$ cat config.mk
export PLATFORM = sky130hd
export DESIGN_NAME = hera_decode_stage_flat
export DESIGN_NICKNAME = d
export VERILOG_FILES = /design/src/rtl/hera_isa_pkg.sv /design/src/rtl/hera_decode_stage_if.sv /design/src/rtl/hera_decode_comb.sv /design/src/rtl/hera_decode_stage.sv /design/src/flat_wrapper.sv
export SDC_FILE = /design/constraint.sdc
export NUM_CORES = 1
export LEC_CHECK = 0
export CAP_MARGIN = 25
export CORE_UTILIZATION = 48
export DETAILED_ROUTE_END_ITERATION = 8
export GPL_TIMING_DRIVEN = 0
export PLACE_DENSITY_LB_ADDON = 0.12
export SLEW_MARGIN = 20
export SYNTH_ARGS = -nofsm -noshare
export SYNTH_HDL_FRONTEND = slang
export SYNTH_SLANG_ARGS = --single-unit
export TNS_END_PERCENT = 10
$ cat constraint.sdc
create_clock -name clk -period 2.4 [get_ports clk]
set_clock_uncertainty 0.15 [all_clocks]
set_input_delay 0.6 -clock clk [delete_from_list [all_inputs] [get_ports clk]]
set_output_delay 0.6 -clock clk [all_outputs]
set_load 0.05 [all_outputs]
$ cat src/rtl/hera_isa_pkg.sv
// HERA ISA constants, decode-bundle type and squash FSM states shared by the decode stage.
// Latency: n/a (types and constants only).
// Backpressure: n/a.
package hera_isa_pkg;

  // One-hot class bit positions inside op_class
  localparam int CLS_SET   = 0;
  localparam int CLS_AL    = 1;
  localparam int CLS_SHIFT = 2;
  localparam int CLS_MEM   = 3;
  localparam int CLS_BR    = 4;
  localparam int CLS_SP_BR = 5;
  localparam int CLS_CALL  = 6;
  localparam int CLS_SWI   = 7;

  // Opcode constants
  localparam logic [11:0] OP_SWI     = 12'h30F;   // q[15:4]; carved out of the DEC space
  localparam logic [7:0]  OP_SP_BR   = 8'h01;     // q[15:8]
  localparam logic [3:0]  SP_BR_COND = 4'h1;      // branch condition reserved for special branches
  localparam logic [15:0] OP_RETURN  = 16'h0110;
  localparam logic [15:0] OP_RTI     = 16'h0120;

  // Top-bit match patterns
  localparam logic [2:0] de_set   = 3'b111;
  localparam logic [2:0] de_al0   = 3'b100;
  localparam logic [2:0] de_al1   = 3'b101;
  localparam logic [2:0] de_al2   = 3'b110;
  localparam logic [3:0] de_shift = 4'b0011;
  localparam logic [1:0] de_mem   = 2'b01;
  localparam logic [3:0] de_call  = 4'b0010;
  localparam logic [2:0] de_br    = 3'b000;
  localparam logic [3:0] de_mul   = 4'b1100;

  // AL codes are q[14:12]
  localparam logic [2:0] op_al_code_and = 3'd0;
  localparam logic [2:0] op_al_code_or  = 3'd1;
  localparam logic [2:0] op_al_code_add = 3'd2;
  localparam logic [2:0] op_al_code_sub = 3'd3;
  localparam logic [2:0] op_al_code_mul = 3'd4;
  localparam logic [2:0] op_al_code_xor = 3'd5;

  // Shift-family codes; 0..5 come straight from q[6:4]
  localparam logic [3:0] op_shift_code_lsl   = 4'd0;
  localparam logic [3:0] op_shift_code_asr   = 4'd5;
  localparam logic [3:0] op_shift_code_setf  = 4'd6;
  localparam logic [3:0] op_shift_code_clrf  = 4'd7;
  localparam logic [3:0] op_shift_code_savef = 4'd8;
  localparam logic [3:0] op_shift_code_rstrf = 4'd9;
  localparam logic [3:0] op_shift_code_inc   = 4'd10;
  localparam logic [3:0] op_shift_code_dec   = 4'd11;

  // Branch code is {relative, cond} = q[12:8]
  localparam logic [4:0] op_br_code_br     = 5'h00;
  localparam logic [4:0] op_br_code_rel    = 5'h10;

  // Special-branch code is q[5:4]
  localparam logic [1:0] op_special_br_code_jmp    = 2'd0;
  localparam logic [1:0] op_special_br_code_return = 2'd1;
  localparam logic [1:0] op_special_br_code_rti    = 2'd2;
  localparam logic [1:0] op_special_br_code_wait   = 2'd3;

  typedef struct packed {
    logic [7:0] op_class;
    logic [4:0] op_code;
    logic [3:0] rsa;
    logic [3:0] rsb;
    logic [3:0] rd;
    logic [7:0] v_data;
    logic       load_en;
    logic       mul_en;
    logic       illegal;
  } dec_bundle_t;

  localparam int DEC_BUNDLE_W = $bits(dec_bundle_t);

  typedef enum logic [0:0] {ST_RUN = 1'b0, ST_SQUASH = 1'b1} sq_state_e;

endpackage

$ cat src/rtl/hera_decode_stage_if.sv
// Handshake bundle between fetch, the decode stage and execute.
// Latency: n/a (wiring only).
// Backpressure: in_ready / out_ready valid-ready pairs.
// slave = decode stage side, master = fetch/execute side.
interface hera_decode_stage_if #(
  parameter int INSTR_W = 16,
  parameter int RA_W    = 4
);
  logic               in_valid;
  logic               in_ready;
  logic [INSTR_W-1:0] in_instr;
  logic               flush;
  logic               out_valid;
  logic               out_ready;
  logic [7:0]         op_class;
  logic [4:0]         op_code;
  logic [RA_W-1:0]    rsa;
  logic [RA_W-1:0]    rsb;
  logic [RA_W-1:0]    rd;
  logic [7:0]         v_data;
  logic               load_en;
  logic               mul_en;
  logic               hold_pc;
  logic               illegal;

  modport slave (
    input  in_valid, in_instr, flush, out_ready,
    output in_ready, out_valid, op_class, op_code, rsa, rsb, rd, v_data,
           load_en, mul_en, hold_pc, illegal
  );

  modport master (
    output in_valid, in_instr, flush, out_ready,
    input  in_ready, out_valid, op_class, op_code, rsa, rsb, rd, v_data,
           load_en, mul_en, hold_pc, illegal
  );
endinterface

$ cat src/rtl/hera_decode_comb.sv
// Purely combinational HERA word -> decode bundle.
// Latency: 0 cycles.
// Backpressure: none.
// Ports: instr_i word in; bundle_o decoded fields; ret_o high for RETURN/RTI.
module hera_decode_comb
  import hera_isa_pkg::*;
(
  input  logic [15:0] instr_i,
  output dec_bundle_t bundle_o,
  output logic        ret_o
);
  logic [15:0] q;
  logic is_set, is_al, is_shift, is_mem, is_call, is_swi, is_sp_br, is_br;
  logic sh_incdec, sh_flag, sh_rstrf;
  logic [3:0] sh_code;

  assign q         = instr_i;
  assign is_set    = (q[15:13] == de_set);
  assign is_al     = (q[15:13] inside {de_al0, de_al1, de_al2});
  assign is_swi    = (q[15:4] == OP_SWI);
  assign is_shift  = (q[15:12] == de_shift) && !is_swi;
  assign is_mem    = (q[15:14] == de_mem);
  assign is_call   = (q[15:12] == de_call);
  assign is_sp_br  = (q[15:8] == OP_SP_BR);
  // All-zero word is the NOP and must not decode as a branch
  assign is_br     = (q[15:13] == de_br) && (q[11:8] != SP_BR_COND) && (q != 16'h0000);
  assign sh_incdec = is_shift && q[7];
  assign sh_flag   = is_shift && (q[7:4] == 4'b0110);
  assign sh_rstrf  = is_shift && (q[7:4] == 4'b0111) && q[3];
  assign ret_o     = (q == OP_RETURN) || (q == OP_RTI);

  always_comb begin
    sh_code = {1'b0, q[6:4]};
    if (q[7])                    sh_code = q[6] ? op_shift_code_dec : op_shift_code_inc;
    else if (q[6:4] == 3'b110)   sh_code = q[11] ? op_shift_code_clrf : op_shift_code_setf;
    else if (q[6:4] == 3'b111)   sh_code = q[3] ? op_shift_code_rstrf : op_shift_code_savef;
  end

  always_comb begin
    bundle_o = '0;
    bundle_o.op_class[CLS_SET]   = is_set;
    bundle_o.op_class[CLS_AL]    = is_al;
    bundle_o.op_class[CLS_SHIFT] = is_shift;
    bundle_o.op_class[CLS_MEM]   = is_mem;
    bundle_o.op_class[CLS_BR]    = is_br;
    bundle_o.op_class[CLS_SP_BR] = is_sp_br;
    bundle_o.op_class[CLS_CALL]  = is_call;
    bundle_o.op_class[CLS_SWI]   = is_swi;

    if (is_al)          bundle_o.op_code = {2'b0, q[14:12]};
    else if (is_shift)  bundle_o.op_code = {1'b0, sh_code};
    else if (is_br)     bundle_o.op_code = q[12:8];
    else if (is_sp_br)  bundle_o.op_code = {3'b0, q[5:4]};
    else if (is_set)    bundle_o.op_code = {4'b0, q[12]};
    else if (is_mem)    bundle_o.op_code = {4'b0, q[13]};

    if (is_set || sh_incdec || sh_rstrf) bundle_o.rsa = q[11:8];
    else if (is_al)                      bundle_o.rsa = q[7:4];
    else                                 bundle_o.rsa = q[3:0];
    bundle_o.rsb = q[3:0];
    bundle_o.rd  = (sh_rstrf || is_br || is_sp_br) ? 4'h0 : q[11:8];

    if (sh_flag)        bundle_o.v_data = {3'b0, q[8], q[3:0]};
    else if (sh_incdec) bundle_o.v_data = {2'b0, q[5:0]};
    else if (is_mem)    bundle_o.v_data = {3'b0, q[12], q[7:4]};
    else if (is_call)   bundle_o.v_data = q[11:4];
    else if (is_swi)    bundle_o.v_data = {4'b0, q[3:0]};
    else                bundle_o.v_data = q[7:0];

    bundle_o.load_en = is_mem && q[13];
    bundle_o.mul_en  = (q[15:12] == de_mul);
    bundle_o.illegal = (bundle_o.op_class == 8'h00) && (q != 16'h0000);
  end
endmodule

$ cat src/rtl/hera_decode_stage.sv
// Registered HERA decode stage with one-entry skid buffer, RETURN/RTI squash window and flush.
// Latency: 1 cycle from accept to out_valid.
// Backpressure: output holds while !out_ready; one more word parks in the skid, then in_ready drops.
// Ports: clk, rst (sync, active-high); bus = fetch-side in_* / flush and execute-side out_* bundle.
module hera_decode_stage
  import hera_isa_pkg::*;
#(
  parameter int INSTR_W  = 16,
  parameter int RA_W     = 4,
  parameter int SQUASH_N = 1
)(
  input  logic                 clk,
  input  logic                 rst,
  hera_decode_stage_if.slave   bus
);
  localparam logic [2:0] SQ_INIT = 3'(SQUASH_N);

  sq_state_e    st_q, st_d;
  logic [2:0]   cnt_q, cnt_d;
  logic         out_vld_q, out_bubble_q;
  dec_bundle_t  out_q;
  logic         skid_vld_q, skid_kill_q;
  logic [15:0]  skid_instr_q;

  logic [INSTR_W-1:0] in_word;
  logic         in_ready, accept, out_free, out_load;
  logic         kill_now, src_kill, dec_ret;
  logic [15:0]  src_instr;
  dec_bundle_t  dec, dec_k;

  assign in_word  = bus.in_instr;
  assign in_ready = !skid_vld_q;
  assign accept   = bus.in_valid && in_ready && !bus.flush;
  assign out_free = !out_vld_q || bus.out_ready;
  assign out_load = out_free && (skid_vld_q || accept);

  // Skid has priority so FIFO order holds; its kill flag was fixed when it was accepted
  assign src_instr = skid_vld_q ? skid_instr_q : in_word[15:0];
  assign src_kill  = skid_vld_q ? skid_kill_q : kill_now;

  hera_decode_comb u_dec (
    .instr_i  (src_instr),
    .bundle_o (dec),
    .ret_o    (dec_ret)
  );

  always_comb begin
    dec_k = dec;
    if (src_kill) begin
      dec_k.op_class = '0;
      dec_k.load_en  = 1'b0;
      dec_k.mul_en   = 1'b0;
      dec_k.illegal  = 1'b0;
      dec_k.rd       = '0;
    end
  end

  // FSM: state register
  always_ff @(posedge clk) begin
    if (rst) begin
      st_q  <= ST_RUN;
      cnt_q <= 3'd0;
    end else begin
      st_q  <= st_d;
      cnt_q <= cnt_d;
    end
  end

  // FSM: next state. A killed RETURN never arms, so back-to-back RETURNs do not extend the window.
  always_comb begin
    st_d  = st_q;
    cnt_d = cnt_q;
    case (st_q)
      ST_RUN: begin
        if (out_load && !src_kill && dec_ret && (SQUASH_N != 0)) begin
          st_d  = ST_SQUASH;
          cnt_d = SQ_INIT;
        end
      end
      ST_SQUASH: begin
        if (accept) begin
          cnt_d = cnt_q - 3'd1;
          if (cnt_q == 3'd1) st_d = ST_RUN;
        end
      end
      default: st_d = ST_RUN;
    endcase
    if (bus.flush) begin
      st_d  = ST_RUN;
      cnt_d = 3'd0;
    end
  end

  // FSM: outputs. hold_pc also covers the last bubble still sitting in the output register.
  always_comb begin
    kill_now    = (st_q == ST_SQUASH);
    bus.hold_pc = kill_now || (out_vld_q && out_bubble_q);
  end

  always_ff @(posedge clk) begin
    if (rst) begin
      out_vld_q    <= 1'b0;
      out_bubble_q <= 1'b0;
      out_q        <= '0;
      skid_vld_q   <= 1'b0;
      skid_kill_q  <= 1'b0;
      skid_instr_q <= '0;
    end else if (bus.flush) begin
      out_vld_q    <= 1'b0;
      out_bubble_q <= 1'b0;
      skid_vld_q   <= 1'b0;
    end else begin
      if (out_load) begin
        out_q        <= dec_k;
        out_bubble_q <= src_kill;
        out_vld_q    <= 1'b1;
      end else if (out_free) begin
        out_vld_q    <= 1'b0;
      end
      if (skid_vld_q) begin
        if (out_free) skid_vld_q <= 1'b0;
      end else if (accept && !out_free) begin
        skid_vld_q   <= 1'b1;
        skid_instr_q <= in_word[15:0];
        skid_kill_q  <= kill_now;
      end
    end
  end

  assign bus.in_ready  = in_ready;
  assign bus.out_valid = out_vld_q;
  assign bus.op_class  = out_q.op_class;
  assign bus.op_code   = out_q.op_code;
  assign bus.rsa       = RA_W'(out_q.rsa);
  assign bus.rsb       = RA_W'(out_q.rsb);
  assign bus.rd        = RA_W'(out_q.rd);
  assign bus.v_data    = out_q.v_data;
  assign bus.load_en   = out_vld_q && out_q.load_en;
  assign bus.mul_en    = out_vld_q && out_q.mul_en;
  assign bus.illegal   = out_vld_q && out_q.illegal;
endmodule

$ cat src/flat_wrapper.sv
// flat-port wrapper written by rule: the top's interface ports become plain ports
module hera_decode_stage_flat import hera_isa_pkg::*;
#(
  parameter int INSTR_W  = 16,
  parameter int RA_W     = 4,
  parameter int SQUASH_N = 1
)
  (clk, rst, bus_in_valid, bus_in_instr, bus_flush, bus_out_ready, bus_in_ready, bus_out_valid, bus_op_class, bus_op_code, bus_rsa, bus_rsb, bus_rd, bus_v_data, bus_load_en, bus_mul_en, bus_hold_pc, bus_illegal);
  hera_decode_stage_if #(.INSTR_W(INSTR_W), .RA_W(RA_W)) bus_i ();
  input  logic clk;
  input  logic rst;
  input wire logic [$bits(bus_i.in_valid)-1:0] bus_in_valid;
  input wire logic [$bits(bus_i.in_instr)-1:0] bus_in_instr;
  input wire logic [$bits(bus_i.flush)-1:0] bus_flush;
  input wire logic [$bits(bus_i.out_ready)-1:0] bus_out_ready;
  output wire logic [$bits(bus_i.in_ready)-1:0] bus_in_ready;
  output wire logic [$bits(bus_i.out_valid)-1:0] bus_out_valid;
  output wire logic [$bits(bus_i.op_class)-1:0] bus_op_class;
  output wire logic [$bits(bus_i.op_code)-1:0] bus_op_code;
  output wire logic [$bits(bus_i.rsa)-1:0] bus_rsa;
  output wire logic [$bits(bus_i.rsb)-1:0] bus_rsb;
  output wire logic [$bits(bus_i.rd)-1:0] bus_rd;
  output wire logic [$bits(bus_i.v_data)-1:0] bus_v_data;
  output wire logic [$bits(bus_i.load_en)-1:0] bus_load_en;
  output wire logic [$bits(bus_i.mul_en)-1:0] bus_mul_en;
  output wire logic [$bits(bus_i.hold_pc)-1:0] bus_hold_pc;
  output wire logic [$bits(bus_i.illegal)-1:0] bus_illegal;
  assign bus_i.in_valid = bus_in_valid;
  assign bus_i.in_instr = bus_in_instr;
  assign bus_i.flush = bus_flush;
  assign bus_i.out_ready = bus_out_ready;
  assign bus_in_ready = bus_i.in_ready;
  assign bus_out_valid = bus_i.out_valid;
  assign bus_op_class = bus_i.op_class;
  assign bus_op_code = bus_i.op_code;
  assign bus_rsa = bus_i.rsa;
  assign bus_rsb = bus_i.rsb;
  assign bus_rd = bus_i.rd;
  assign bus_v_data = bus_i.v_data;
  assign bus_load_en = bus_i.load_en;
  assign bus_mul_en = bus_i.mul_en;
  assign bus_hold_pc = bus_i.hold_pc;
  assign bus_illegal = bus_i.illegal;
  hera_decode_stage #(.INSTR_W(INSTR_W), .RA_W(RA_W), .SQUASH_N(SQUASH_N)) u_core (.clk(clk), .rst(rst), .bus(bus_i));
endmodule
# After elaboration in Yosys (flattened, before gate mapping)
# Cells that the tools add are included.
# word_totals
ff_bits	60
inputBits	21
output_inout_bits	39
wordCells	119
# op_classes
addsub	1
eq_ne	20
mux	37
n_bitwise	3
n_reduce_logical	42
# op_table
op	n
$mux 8	6
$eq 16x9->1 const B	2
$mux 4	7
$logic_and 1x1->1	19
$eq 3x3->1 const B	6
$mux 16	1
$reduce_bool 16->1	1
$mux 5	3
$mux 1	14
$eq 12x10->1 const B	1
$mux 3	3
$eq 4x2->1 const B	2
$eq 4x3->1 const B	2
$eq 8x1->1 const B	1
$logic_not 8->1	1
$logic_or 1x1->1	8
$logic_not 1->1	6
$pmux 3 s2	1
$eq 4x4->1 const B	1
$ne 4x1->1 const B	1
$reduce_and 2->1	2
$eq 3x1->1 const B	1
$logic_not 3->1	1
$not 1->1	3
10 further kinds	10

# Depth between registers and ports, before layout
# Gate-level depths: netlist (run 1).
# depth
word_depth	10
ltp_mapped	10
depth_no_buf	6

# Cells and area by module
# A second synthesis (run 1) with hierarchy kept.
# unflattened
hier_cells	444
area_unflattened_um2	3707.3
# modules_own_cells
mod	n_inst	cells_per_inst	area_each_um2	seq_area_each_um2
hera_decode_stage	1	310	2766.4	1201.2
hera_decode_comb	1	134	940.9	0.0

# Worst setup path before layout (run 1)
# No wires, ideal clock.
# synth_timing
path_type	in2reg
from	input bus_in_instr[5]
to	register u_core.out_q (netlist bit u_core.bus.rd[1])
setup_ns	0.069
arrival_ns	2.155
t_required_ns	2.181
slack_ns	0.026
path_stages	7
n_path_buf	1
cell_sequence	clkbuf_1 nor4_1 a21oi_1 a211oi_2 a221oi_1 or4b_4 o21ai_1
# synth_between
elab_chain_cells	10
elab_cells_between_ends	13
cone_classes	eq/ne (2); mux (3); reduce/logical (8)
# synth_rtl
item	line	text
start, declared	flat_wrapper.sv:13	input wire logic [$bits(bus_i.in_instr)-1:0] bus_in_instr;
$mux 16 *	hera_decode_stage.sv:38	assign src_instr = skid_vld_q ? skid_instr_q : in_word[15:0];
$eq 12x10->1	hera_decode_comb.sv:20	assign is_swi = (q[15:4] == OP_SWI);
$logic_not 1->1	hera_decode_comb.sv:21	assign is_shift = (q[15:12] == de_shift) && !is_swi;
$logic_and 1x1->1	hera_decode_comb.sv:21	
$logic_and 1x1->1 (2 in series)	hera_decode_comb.sv:29	assign sh_rstrf = is_shift && (q[7:4] == 4'b0111) && q[3];
$logic_or 1x1->1 * (2 in series)	hera_decode_comb.sv:61	bundle_o.rd = (sh_rstrf || is_br || is_sp_br) ? 4'h0 : q[11:8];
$mux 4 *	hera_decode_comb.sv:61	
$mux 4 *	hera_decode_stage.sv:49	if (src_kill) begin
end signal, assigned	hera_decode_stage.sv:114	out_q <= dec_k;
end, declared	hera_decode_stage.sv:21	dec_bundle_t out_q;
# Every way passes the cells marked *; elsewhere a longest branch is shown, timed or not.
# A chain may end at the register's enable or synchronous reset.

# Final worst setup path (run 1)
# layout_timing
from	input bus_in_valid
to	register u_core.out_q (netlist bit u_core.bus.rd[2])
# layout_between
elab_chain_cells	5
# layout_rtl
item	line	text
start, declared	flat_wrapper.sv:12	input wire logic [$bits(bus_i.in_valid)-1:0] bus_in_valid;
$logic_and 1x1->1 (2 in series)	hera_decode_stage.sv:33	assign accept = bus.in_valid && in_ready && !bus.flush;
$logic_or 1x1->1	hera_decode_stage.sv:35	assign out_load = out_free && (skid_vld_q || accept);
$logic_and 1x1->1	hera_decode_stage.sv:35	
$reduce_and 2->1 (no source line)	--	
# Every way passes these cells.

==> metrics.yaml, run 1 <==
synth.lib_cells_used.distinct: 77
synth_sequential_area_ratio: 0.334
detailed_router_s_first_iteration_violation_count: 204
cts_htree_levels: 3
globalRoute.totalOverflow: 0
grt_setup_unrepaired: "true"
syn_avg_cell_area_sq_um: 8.12
total_cell_area_at_the_placement_stage_sq_um: 4290
final_max_slew_viol_count: 0
detailedPlacementHpwl_mm: 8.03
timing.final.hold_violations: 0
report.final.setup_viol: 0
detail_route.first_pass.iterations: 8
grtUsageTotal: 0.293
cell_area_after_synthesis_sq_um: 3600
cts_made_buffers: 9
synth_nets: 466
route.detailed.vias_per_inst: 5.86
io_buffer_count: 57
final_cell_mix: "nand2_1 (70), dfxtp_1 (60), buf_4 (45)"
clock_latency_ns: 0.35
critical_path.cell_chain: "clkdlybuf4s50_1 -> nor2b_2 -> o211ai_1 -> nor2_4 -> or4b_4 -> o21ai_1"
worst-endpoint-arrival_ns: 2.53
die_width_microns: 88.6
run_status: "completed"
achievable-frequency_ghz: 0.417
std_cell_rows: 31
grt_start_max_net_pins: 11
critical_path_peak_fanout: 8
mostFrequentLayoutCell: "nand2_1"
area.growth.synth_to_final_pct: 35.1
critical_path_required_ns: 2.54
postSynthCellCount: 443
num-fill-cells: 658
ys_seq_elements: 60
vdd.ir_drop.worst_mv: 0.394
area.sequential_sq_um: 1200
starting_utilization_of_the_core_area: 0.496
placeableCoreArea_sq_um: 7250
timing.max_cap.violations: 0
worst_setup_path_end_kind: "register"
io-pin-count: 60
detailroute.via_count: 3656
first_global_vias: 3185
number_of_enable_flip_flop_cells_after_synthesis: 0
layout_worst_path_cycle_share: 0.998
die_height_microns: 88.6
num-nets-final: 544
static-leakage-power_uw: 0.00185
post-route-min-period_ns: 2.40
layout.cell_area.non_filler_sq_um: 4860
die_area_sq_um: 7840
synth_warnings: 0
min-delay-path-class: "reg -> reg"
layout-drive-gt1-share: 0.272
critical_path_class: "in -> reg"
area_occupied_by_multi_input_gates_sq_um: 2240
synth_flop_cell: "dfxtp_1"
timing.critical_path.slowest_cell_delay_ns: 0.54
synth-async-reset-ratio: 0
drt_wl_total_mm: 11.2
tritoncts: "yes"
max_slew_margin: 0.513
worst_slew_pin_tran_ns: 0.717
worst_path_max_delay_cell: "or4b_4"
root_driver: "clkbuf_8"
grt_pass1_wl_mm: 17.0
worst_hold_slack_ns: 0.305
cp-start-kind: "input pin"
drc_errors: 0
placer_congestion_estimate: 0.910
grt_antenna_before_repair: 0
antenna_cells_inserted: 0
cts.sink_count: 60
cellPowerDensity_nw_per_um2: 529
clk_pin_slew_worst_paths_ns: 0.07
wire_per_inst_microns: 17.9
finalSetupTns_ns: 0
route.antenna.remaining_nets: 0
clock_tree.buffer_depth: 2
## cells by family after synthesis
group / synth area share
buffers and inverters: 0.112
AO/OA/AOI/OAI: 0.215
adder cells (fa/ha/maj): 0.00696
multiplexers: 0.0818
XOR/XNOR: 0.00487
flip-flops: 0.334
AND/OR/NAND/NOR: 0.245
## final timing paths
| path | cells after the start | to | start | slack (ns) |
|---|---|---|---|---|
| hold / removal | 2 | u_core.bus.rd[2]$_SDFFE_PP0P_ | u_core.bus.rd[2]$_SDFFE_PP0P_ | 0.31 |
| setup / recovery | 6 | u_core.bus.rd[2]$_SDFFE_PP0P_ | bus_in_valid | 0.004 |
| hold reg to reg | 2 | u_core.bus.rd[2]$_SDFFE_PP0P_ | u_core.bus.rd[2]$_SDFFE_PP0P_ | 0.31 |
| setup reg to reg | 8 | u_core.bus.rsa[2]$_SDFFE_PP0P_ | u_core.skid_vld_q$_SDFF_PP0_ | 0.02 |
## state kept, by name (all words and copies together) (netlist names)
register and count:
u_core.bus.v_data 8, u_core.cnt_q 3, u_core.out_q 3, u_core.skid_vld_q 1, u_core.skid_kill_q 1, u_core.bus.op_code 5, u_core.skid_instr_q 16, u_core.kill_now 1
u_core.bus.rd 4, u_core.bus.rsa 4, u_core.out_bubble_q 1, u_core.bus.rsb 4, u_core.bus.out_valid 1, u_core.bus.op_class 8
## final cells by class
cell class | instances | share of cell area
Multi-Input combinational cell | 318 | 0.462
Sequential cell | 60 | 0.247
Timing Repair Buffer | 69 | 0.132
Buffer | 58 | 0.0850
Clock buffer | 11 | 0.0291
Tap cell | 99 | 0.0255
Clock inverter | 4 | 0.0152
Inverter | 5 | 0.00386
## power by group
part           internal, uW  switching [uW]
Combinational           198             304
Clock                   608             420
Sequential             1020            17.0
Total                  1830             741
## Yosys cell counts, drive strengths merged (2+ instances only)
library cell,instances,share of area
dfxtp,60,0.33
or2,3,0.0052
o211ai,2,0.0042
nand2,73,0.076
a2111oi,3,0.014
nand4,3,0.0052
nor4,5,0.015
mux2i,23,0.065
o21a,4,0.0084
nor3,10,0.015
nand3b,3,0.0063
a31oi,7,0.014
ha,2,0.0070
nor4b,4,0.017
clkbuf,16,0.017
or4b,2,0.0066
a22oi,5,0.010
a21o,2,0.0045
a32oi,2,0.0049
or3,3,0.0052
nand3,9,0.013
nor3b,2,0.0042
o21ai,17,0.025
and2,6,0.011
buf,44,0.090
a211oi,10,0.022
mux2,5,0.017
nor2b,6,0.010
nor2,37,0.040
a211o,2,0.0049
inv,5,0.0052
a221oi,3,0.0073
a21oi,44,0.061
## what timing repair did
action,in CTS,in global routing
hold buffers,0,0
cloned,0,1
buffers inserted,1,10
endpoints found under the setup margin,46,44
gates resized for setup,40,67
pin swaps,2,12
## through the flow
step | total power, uW | setup WS [ns] | instances | utilization
floorplan | 1350 | 0.0258 | 443 | -
detailed placement | 1510 | -0.686 | 599 | 0.592
global route | 2650 | -0.0743 | 624 | 0.670
finish | 2570 | 0.00446 | 624 | 0.670
CTS | 2530 | -0.170 | 615 | 0.636
global placement | 1510 | -0.714 | 599 | 0.592
## metal layers
metal	vias to the layer above	global-route usage	share of wire
li1	1703	-	-
met1	1758	0.383	0.44
met2	153	0.478	0.46
met3	42	0.0606	0.065
met4	0	0.106	0.036
met5	-	0	0
## critical path: cells and delay by family
| kind | cells | cell delay, ns |
|---|---|---|
| AND/OR/NAND/NOR | 3 | 1.05 |
| buffers and inverters | 1 | 0.52 |
| AO/OA/AOI/OAI | 2 | 0.36 |
No activity file was read; power rests on OpenSTA's default activity.
==> run 2, diff against run 1 <==
Settings changed: CAP_MARGIN 25 to not set, CTS_CLUSTER_SIZE set to 10.
==> results of run 2 <==
No change in the layout: final DEF, timing and power equal those of run 1.
==> run 3, diff against run 2 <==
Settings changed: CORE_ASPECT_RATIO set to 1.25, SLEW_MARGIN 20 to 40.
==> run 3 against run 2 <==
The flow now finishes with violations (setup timing). Sequential share of layout area grew 0.15 points. First-iteration DRC count grew 41%. Via count shrank 1.1%. Utilization grew 1.0 points. Critical endpoint is now u_core.bus.rsa[3]$_SDFFE_PP0P_. Largest power group unchanged.
==> metrics.yaml, run 3 (synthesized netlist as in run 1, its figures left out) <==
power_switching_share: 0.302
cp_top_family: "compound AO/OA/AOI/OAI gates"
worst_slew_pin_tran_ns: 0.689
report.final.setup_viol: 3
grt_setup_unrepaired: "true"
worst-endpoint-arrival_ns: 2.53
clk_pin_slew_worst_paths_ns: 0.08
layout.cell_area.non_filler_sq_um: 4830
total_cell_area_at_the_placement_stage_sq_um: 4280
critical_path.cell_chain: "dlygate4sd2_1 -> nor4_4 -> nor2_4 -> o41a_4 -> a21o_2 -> mux2i_1 -> a211oi_1"
tritoncts: "yes"
worst_hold_slack_ns: 0.298
timing.critical_path.slowest_cell_delay_ns: 0.52
grt_pass1_wl_mm: 17.0
critical_path_class: "in -> reg"
die_width_microns: 79.4
total_switching_power_uw: 748
reg2reg_from: "u_core.skid_vld_q$_SDFF_PP0_"
die_area_sq_um: 7840
critical_path_required_ns: 2.52
placeableCoreArea_sq_um: 7100
cts.hold.buffers_added: 0
cellPowerDensity_nw_per_um2: 513
post-route-min-period_ns: 2.41
root_driver: "clkbuf_8"
cts.sink_count: 60
vdd.ir_drop.worst_mv: 0.378
cp-start-kind: "input pin"
achievable-frequency_ghz: 0.414
reg2reg_slack_ns: 0.01
area.growth.synth_to_final_pct: 34.3
cts_made_buffers: 9
clock_latency_ns: 0.35
static-leakage-power_uw: 0.00184
io-pin-count: 60
final_max_slew_viol_count: 0
detailed_router_s_first_iteration_violation_count: 288
sequentialPowerShare: 0.419
min-delay-path-class: "reg -> reg"
timing.critical_path.buf_inv: 1
first_global_vias: 3382
power_frac_clock: 0.380
max_slew_margin: 0.531
grt_start_max_net_pins: 12
r2r_end: "u_core.bus.rd[1]$_SDFFE_PP0P_"
largest_reg_flops: 16
io_buffer_count: 57
layout-drive-gt1-share: 0.255
detailedPlacementHpwl_mm: 7.90
die_height_microns: 98.8
worstHoldStart: "u_core.bus.rd[3]$_SDFFE_PP0P_"
worst_path_max_delay_cell: "o41a_4"
starting_utilization_of_the_core_area: 0.506
wire_per_inst_microns: 17.6
detailroute.via_count: 3615
timing.final.hold_violations: 0
layout_setup_ws_ns: -0.0135
grtUsageTotal: 0.287
num-nets-final: 548
worst_setup_path_end_kind: "register"
antenna_cells_inserted: 0
rr_worst_depth: 8
globalRoute.totalOverflow: 0
grt_antenna_before_repair: 0
cell_internal_pwr_uw: 1730
final_cell_mix: "nand2_1 (72), dfxtp_1 (60), buf_4 (48)"
critical_path_peak_fanout: 6
top_register: "u_core.skid_instr_q"
timing.max_cap.violations: 0
route.antenna.remaining_nets: 0
violations: "setup timing"
drc_errors: 0
detail_route.first_pass.iterations: 5
drt_wl_total_mm: 10.9
placer_congestion_estimate: 0.919
worst_hold_stages: 2
layout_worst_path_cycle_share: 1.01
route.detailed.vias_per_inst: 5.83
run_status: "finished with violations"
mostFrequentLayoutCell: "nand2_1"
hold_end: "u_core.bus.rd[3]$_SDFFE_PP0P_"
std_cell_rows: 34
p_comb_frac: 0.201
cts_htree_levels: 3
clock_tree.buffer_depth: 2
[run 3: power groups by stage]
stage,clock network [uW],registers [uW],logic (uW)
detailed placement,0,1060,449
CTS,955,1040,458
global placement,0,1060,445
floorplan,0,1060,294
global route,999,1040,527
finish,942,1040,498
[run 3: through the flow]
step,std cells,utilization,total power (uW),TNS (ns),setup slack [ns]
floorplan,443,-,1350,0,0.0258
global route,620,0.680,2570,-0.568,-0.0857
global placement,590,0.602,1500,-22.89,-0.698
detailed placement,590,0.603,1510,-23.87,-0.734
CTS,608,0.644,2450,-1.76,-0.131
finish,620,0.680,2480,-0.0337,-0.0135
[run 3: worst max-delay path by stage]
| stage | from | to | slack (ns) | depth (start not counted) |
|---|---|---|---|---|
| 2_1_floorplan | bus_in_instr[5] | u_core.bus.rd[1]$_SDFFE_PP0P_ | 0.03 | 7 |
| 3_3_place_gp | bus_in_instr[6] | u_core.bus.op_code[2]$_SDFFE_PP0P_ | -0.70 | 7 |
| 3_5_place_dp | bus_in_instr[6] | u_core.bus.op_code[2]$_SDFFE_PP0P_ | -0.73 | 7 |
| 4_1_cts | u_core.skid_vld_q$_SDFF_PP0_ | u_core.bus.v_data[0]$_SDFFE_PP0P_ | -0.13 | 8 |
| 5_1_grt | u_core.skid_vld_q$_SDFF_PP0_ | u_core.bus.rsa[1]$_SDFFE_PP0P_ | -0.09 | 9 |
| 6_report | bus_in_instr[9] | u_core.bus.rsa[3]$_SDFFE_PP0P_ | -0.01 | 7 |
[run 3: layer usage]
metal  track usage  share of wire  vias up
met3        0.0639          0.048       35
met2         0.485           0.50      147
met4         0.126          0.034        0
met5             0              0        -
met1         0.343           0.41     1716
li1              -              -     1717
[run 3: what timing repair did]
action / CTS / global route
resized for setup: 38 / 48
endpoints found under the setup margin: 37 / 47
pin swaps: 3 / 10
setup buffers: 2 / 11
cloned: 0 / 1
[run 3: worst register-to-register path: stages (launching register included)]
cell      delay [ns]
dfxtp_1         0.31
buf_6           0.14
buf_8           0.16
nor4_4          0.27
nand2_1         0.14
a211oi_4        0.33
a221oi_2        0.10
or4b_4          0.59
o21ai_2         0.15
[run 3: layout make-up]
type,instances,area (sq um)
plain buffers,60,417
clock buffers,11,141
clock inverters,5,60.1
fillers,599,2280
inverters,5,18.8
multi-input cells,318,2210
flip-flops and latches,60,1200
well taps,90,113
repair buffers,71,666
